## src/rtl/latch_bank_arb_pkg.sv

```systemverilog
// rtl/latch_bank_arb_pkg.sv - shared FSM encoding, default sizes and pointer-width helper
package latch_bank_arb_pkg;

  localparam int N_REQ_DEF = 4;
  localparam int WIDTH_DEF = 8;

  typedef enum logic [1:0] {
    ST_IDLE  = 2'd0,
    ST_LOAD  = 2'd1,
    ST_CHECK = 2'd2
  } state_e;

  function automatic int ptr_width(input int n);
    return (n > 1) ? $clog2(n) : 1;
  endfunction

endpackage

```

## src/rtl/latch_bank_arb_if.sv

```systemverilog
// rtl/latch_bank_arb_if.sv - requester-side handshake bundle (req/din in, gnt/ack out)
interface latch_bank_arb_if #(
  parameter int N_REQ = latch_bank_arb_pkg::N_REQ_DEF,
  parameter int WIDTH = latch_bank_arb_pkg::WIDTH_DEF
);

  logic [N_REQ-1:0]       req;
  logic [N_REQ*WIDTH-1:0] din;
  logic [N_REQ-1:0]       gnt;
  logic [N_REQ-1:0]       ack;

  modport master (
    output req,
    output din,
    input  gnt,
    input  ack
  );

  modport slave (
    input  req,
    input  din,
    output gnt,
    output ack
  );

endinterface

```

## src/rtl/latch_bank_arb_rr_pick.sv

```systemverilog
// rtl/latch_bank_arb_rr_pick.sv - combinational round-robin winner search starting at ptr_i
module latch_bank_arb_rr_pick #(
  parameter int N_REQ = 4,
  parameter int PTR_W = 2
) (
  input  logic [N_REQ-1:0] req_i,
  input  logic [PTR_W-1:0] ptr_i,
  output logic [N_REQ-1:0] gnt_o,
  output logic [PTR_W-1:0] idx_o,
  output logic             valid_o
);

  logic             found;
  logic [PTR_W-1:0] j;

  always_comb begin
    gnt_o   = '0;
    idx_o   = '0;
    valid_o = 1'b0;
    found   = 1'b0;
    j       = '0;
    for (int k = 0; k < N_REQ; k++) begin
      // Search upward from the pointer, wrapping at N_REQ.
      j = PTR_W'((int'(ptr_i) + k) % N_REQ);
      if (!found && req_i[j]) begin
        found    = 1'b1;
        gnt_o[j] = 1'b1;
        idx_o    = j;
        valid_o  = 1'b1;
      end
    end
  end

endmodule

```

## src/rtl/latch_bank_arb.sv

```systemverilog
// rtl/latch_bank_arb.sv - round-robin arbiter granting one requester at a time a write into a shared D-latch bank
module latch_bank_arb
  import latch_bank_arb_pkg::*;
#(
  parameter int N_REQ = N_REQ_DEF,
  parameter int WIDTH = WIDTH_DEF
) (
  input  logic             clk,
  input  logic             rst,
  latch_bank_arb_if.slave  bus,
  output logic             en_o,
  output logic [WIDTH-1:0] d_out_o,
  input  logic [WIDTH-1:0] q_in_i,
  output logic             busy_o,
  output logic             err_o
);

  localparam int PTR_W = ptr_width(N_REQ);

  state_e           state_q;
  logic [N_REQ-1:0] gnt_q;
  logic [N_REQ-1:0] ack_q;
  logic             en_q;
  logic             busy_q;
  logic             err_q;
  logic [WIDTH-1:0] d_out_q;
  logic [PTR_W-1:0] ptr_q;
  logic [PTR_W-1:0] win_q;

  logic [N_REQ-1:0] pick_onehot;
  logic [PTR_W-1:0] pick_idx;
  logic             pick_valid;
  logic [WIDTH-1:0] din_sel_d;
  logic [PTR_W-1:0] ptr_d;

  latch_bank_arb_rr_pick #(
    .N_REQ (N_REQ),
    .PTR_W (PTR_W)
  ) u_rr_pick (
    .req_i   (bus.req),
    .ptr_i   (ptr_q),
    .gnt_o   (pick_onehot),
    .idx_o   (pick_idx),
    .valid_o (pick_valid)
  );

  always_comb begin
    din_sel_d = '0;
    for (int i = 0; i < N_REQ; i++) begin
      if (pick_onehot[i]) din_sel_d = bus.din[i*WIDTH +: WIDTH];
    end
  end

  assign ptr_d = (win_q == PTR_W'(N_REQ - 1)) ? '0 : win_q + 1'b1;

  always_ff @(posedge clk or posedge rst) begin
    if (rst) begin
      state_q <= ST_IDLE;
      gnt_q   <= '0;
      ack_q   <= '0;
      en_q    <= 1'b0;
      busy_q  <= 1'b0;
      err_q   <= 1'b0;
      d_out_q <= '0;
      ptr_q   <= '0;
      win_q   <= '0;
    end else begin
      case (state_q)
        ST_IDLE: begin
          ack_q <= '0;
          if (pick_valid) begin
            gnt_q   <= pick_onehot;
            win_q   <= pick_idx;
            d_out_q <= din_sel_d;
            en_q    <= 1'b1;
            busy_q  <= 1'b1;
            state_q <= ST_LOAD;
          end
        end
        ST_LOAD: begin
          en_q    <= 1'b0;
          state_q <= ST_CHECK;
        end
        ST_CHECK: begin
          // The latch has been transparent for the LOAD cycle, so Q must equal D now.
          if (q_in_i != d_out_q) err_q <= 1'b1;
          ack_q   <= gnt_q;
          gnt_q   <= '0;
          ptr_q   <= ptr_d;
          busy_q  <= 1'b0;
          state_q <= ST_IDLE;
        end
        default: begin
          state_q <= ST_IDLE;
          gnt_q   <= '0;
          en_q    <= 1'b0;
          busy_q  <= 1'b0;
        end
      endcase
    end
  end

  assign bus.gnt = gnt_q;
  assign bus.ack = ack_q;
  assign en_o    = en_q;
  assign d_out_o = d_out_q;
  assign busy_o  = busy_q;
  assign err_o   = err_q;

endmodule

```

## src/flat_wrapper.sv

```systemverilog
// flat-port wrapper written by rule: the top's interface ports become plain ports
module latch_bank_arb_flat import latch_bank_arb_pkg::*;
#(
  parameter int N_REQ = N_REQ_DEF,
  parameter int WIDTH = WIDTH_DEF
)
  (clk, rst, en_o, d_out_o, q_in_i, busy_o, err_o, bus_req, bus_din, bus_gnt, bus_ack);
  latch_bank_arb_if #(.N_REQ(N_REQ), .WIDTH(WIDTH)) bus_i ();
  input  logic clk;
  input  logic rst;
  output logic en_o;
  output logic [WIDTH-1:0] d_out_o;
  input  logic [WIDTH-1:0] q_in_i;
  output logic busy_o;
  output logic err_o;
  input wire logic [$bits(bus_i.req)-1:0] bus_req;
  input wire logic [$bits(bus_i.din)-1:0] bus_din;
  output wire logic [$bits(bus_i.gnt)-1:0] bus_gnt;
  output wire logic [$bits(bus_i.ack)-1:0] bus_ack;
  assign bus_i.req = bus_req;
  assign bus_i.din = bus_din;
  assign bus_gnt = bus_i.gnt;
  assign bus_ack = bus_i.ack;
  latch_bank_arb #(.N_REQ(N_REQ), .WIDTH(WIDTH)) u_core (.clk(clk), .rst(rst), .bus(bus_i), .en_o(en_o), .d_out_o(d_out_o), .q_in_i(q_in_i), .busy_o(busy_o), .err_o(err_o));
endmodule
```

## config.mk

```make
export PLATFORM = sky130hd
export DESIGN_NAME = latch_bank_arb_flat
export DESIGN_NICKNAME = d
export VERILOG_FILES = /design/src/rtl/latch_bank_arb_pkg.sv /design/src/rtl/latch_bank_arb_if.sv /design/src/rtl/latch_bank_arb_rr_pick.sv /design/src/rtl/latch_bank_arb.sv /design/src/flat_wrapper.sv
export SDC_FILE = /design/constraint.sdc
export NUM_CORES = 1
export LEC_CHECK = 0
export CELL_PAD_IN_SITES_DETAIL_PLACEMENT = 0
export CELL_PAD_IN_SITES_GLOBAL_PLACEMENT = 1
export CORE_MARGIN = 2
export CORE_UTILIZATION = 35
export DETAILED_ROUTE_END_ITERATION = 16
export MAX_ROUTING_LAYER = met4
export PLACE_DENSITY = 0.95
export SLEW_MARGIN = 20
export SYNTH_ARGS = -nofsm -noshare
export SYNTH_HDL_FRONTEND = slang
export SYNTH_HIERARCHICAL = 1
export SYNTH_SLANG_ARGS = --single-unit
export TNS_END_PERCENT = 10
```

## constraint.sdc

```tcl
create_clock -name clk -period 8.2 [get_ports clk]
set_input_delay 1.64 -clock clk [delete_from_list [all_inputs] [get_ports clk]]
set_output_delay 1.64 -clock clk [all_outputs]
set_load 0.05 [all_outputs]
```

==> summary.txt <==
fmax = 0.231 GHz
Worst Hold Launch = u_core/en_o
post-synthesis xor/xnor area fraction = 3.98%
Slew Limit Fails = 0
setup_tns = 0 ps
antenna viol nets, final = 0
WP data required = 8400 ps
Synth Area in Compound Gates = 21.8%
gr usage total = 15.6%
Hold Path Class = reg2reg
main combinational cell family by area after synthesis = compound AO/OA/AOI/OAI gates
Root Buffer = clkbuf_8
mux share of post-synthesis cell area = 12.9%
First-pass DRT Iterations = 4
# H-tree levels = 1
Final min period = 4320 ps
die area = 0.00561 mm^2
Die Y = 74.9 um
gpl congestion = 0.752
worst-path cell with the longest stage delay = mux4_1
# resized after CTS = 0
leakage = 1.01 nW
Post-CTS Hold Buffers = 0
Port Buf Inserts = 64
worst path buffer plus inverter count = 1
critical path class = in2reg
Layout Nets = 295
Hold EP = u_core/en_o
Fin. Hold Viols = 0
mapped cell area = 0.00176 mm^2
area delta synth->final = 38.5%
crit-path cells = clkdlybuf4s50_1 -> mux4_1 -> nor4b_4 -> a22oi_1 -> o21ai_1 -> nand2_1 -> o21ai_0 -> a22oi_1 -> a21oi_1
initial antenna violation count = 0
CTS tree = done
WP data arrival = 4520 ps
worst clock skew = 4.67 ps
status = completed
n_diodes = 0
RSZ-0062 raised after global routing = no
Critical Path Most Common Cell = a22oi_1
PD cells = 428 mW/mm^2
clock tree buffer depth = 2
Syn Nets = 241
CP max FO = 13
Post-Syn Area per Cell = 9.31 um^2
Vias/cell = 4.88
pre-CTS worst setup slack = 3410 ps
fill cell count = 450
first-pass GRT wire length = 6470 um
setup slack after layout = 3880 ps
Die Width = 74.9 um
Clock Pin Slew Worst Setup and Hold Paths = 90 ps
clk_lat worst skew = 270 ps
DRC = 0
R2R cell count = 10
Yosys cell types = 32
slowest stage delay, CP = 790 ps
routed via count = 1,509
effective utilization at floorplan = 36.8%
Syn Inst Count = 189
number of global-route vias before repair = 1,345
1st-iter DRT viols = 104
ys flop type = dfrtp_1
Clock Sinks = 25
Setup Viol. Count Final = 0
critical path launch point type = primary input
Worst R2R End = u_core/d_out_o[7]
simple-gate share of the synthesized area = 12.5%
hold path depth = 1
CTS Buf Count = 3
Worst slew margin = 39.6%
sequential share of the synthesized area = 35.6%
routed len/inst = 13.6 um
Top delay family on crit path = compound AO/OA/AOI/OAI gates
CP Capture Type = flop
layout cells sized above 1 = 7.44%
largest net degree at the start of global routing = 26
adder-cell area share of the yosys netlist = 4.27%
commonest cells after routing, fill and taps aside = 64 x clkdlybuf4s50_1, 25 x a21oi_1, 25 x dfrtp_1
dpl hpwl = 3200 um
Post-synth EDFFs = 0
io pins = 65
Row Count = 25
maximum vdd drop = 0.161 mV
setup slack, reg-to-reg = 4880 ps
most common cell after layout, fill and taps aside = clkdlybuf4s50_1
post-CTS setup buffer count = 0
FFs w/ async S/R, synth = 100%
FF-to-FF Start = u_core/ptr_q[0]
actual slew at the worst max-slew pin = 901 ps
maxcap violations = 0
core area = 0.00479 mm^2
GRT Residual Overflow = 0
Final Cycle Share = 52.7%
Post-Route WL = 4220 um
Min Hold Slack = 502 ps
Yosys reg bits = 25
YS warnings = 6
==> power breakdown <==
part	switching, mW	internal (mW)
logic	0.426	0.299
clock network	0.0396	0.0340
registers	0.0689	0.176
total	0.535	0.509
==> cells in the mapped netlist (4+ instances only) <==
cell     count  area share [%]
a21oi_1     25             7.1
dfrtp_1     25              36
nor2_1      18             3.8
a22oi_1     16             6.8
o21ai_0     16             4.6
inv_1       14             3.0
nand2_1     13             2.8
xnor2_1      8             4.0
buf_2        6             1.7
ha_1         6             4.3
buf_6        5             3.2
mux2i_1      5             2.8
mux2_2       4             2.6
==> final cells by class <==
cell class | instances | area (um^2) | share of cell area [%]
multi-input cells | 135 | 987 | 40.5
repair buffers | 64 | 641 | 26.3
flip-flops and latches | 25 | 626 | 25.7
well taps | 67 | 83.8 | 3.44
inverters | 14 | 52.6 | 2.16
clock buffers | 3 | 41.3 | 1.69
clock inverters | 1 | 5.00 | 0.205
==> layer usage <==
metal | global-route usage, % | part of all wire [%] | vias to the layer above
met4 | 3.57 | 0.45 | 0
met2 | 22.7 | 44 | 52
met3 | 2.41 | 5.7 | 2
met5 | - | 0 | -
li1 | - | - | 782
met1 | 22.7 | 50 | 673
==> worst max-delay path by stage <==
stage,from,end,depth (start not counted)
2_1_floorplan,bus_req[2],u_core/d_out_o[0],9
3_3_place_gp,bus_req[3],u_core/d_out_o[7],9
3_5_place_dp,bus_req[2],u_core/d_out_o[7],9
4_1_cts,bus_req[2],u_core/d_out_o[7],9
5_1_grt,bus_req[2],u_core/d_out_o[7],9
6_report,bus_req[2],u_core/d_out_o[7],9
==> logic make-up (layout without fill, tap and decap cells) <==
kind of cell    after synthesis  after routing
compound gates               64             64
fa+ha+maj                     6              6
simple gates                 42             42
flops                        25             25
mux                          15             15
buf+inv                      29             82
xor+xnor                      8              8
==> sequential cells by signal (all words and copies together) (netlist names) <==
name / cells
u_core/err_o: 1
u_core/win_q: 2
u_core/bus.ack: 4
u_core/en_o: 1
u_core/bus.gnt: 4
u_core/busy_o: 1
u_core/d_out_o: 8
u_core/ptr_q: 2
u_core/state_q: 2
==> metrics by stage <==
| stage | power [mW] | area [um^2] | utilization, % | instances |
|---|---|---|---|---|
| CTS | 1.04 | 2420 | 50.7 | 309 |
| finish | 1.04 | 2440 | 50.9 | 309 |
| floorplan | 0.825 | 1760 | - | 189 |
| global placement | 0.947 | 2380 | 49.7 | 305 |
| global route | 1.13 | 2440 | 50.9 | 309 |
| detailed placement | 0.964 | 2380 | 49.7 | 305 |
Power figures use the tool's default switching activity.
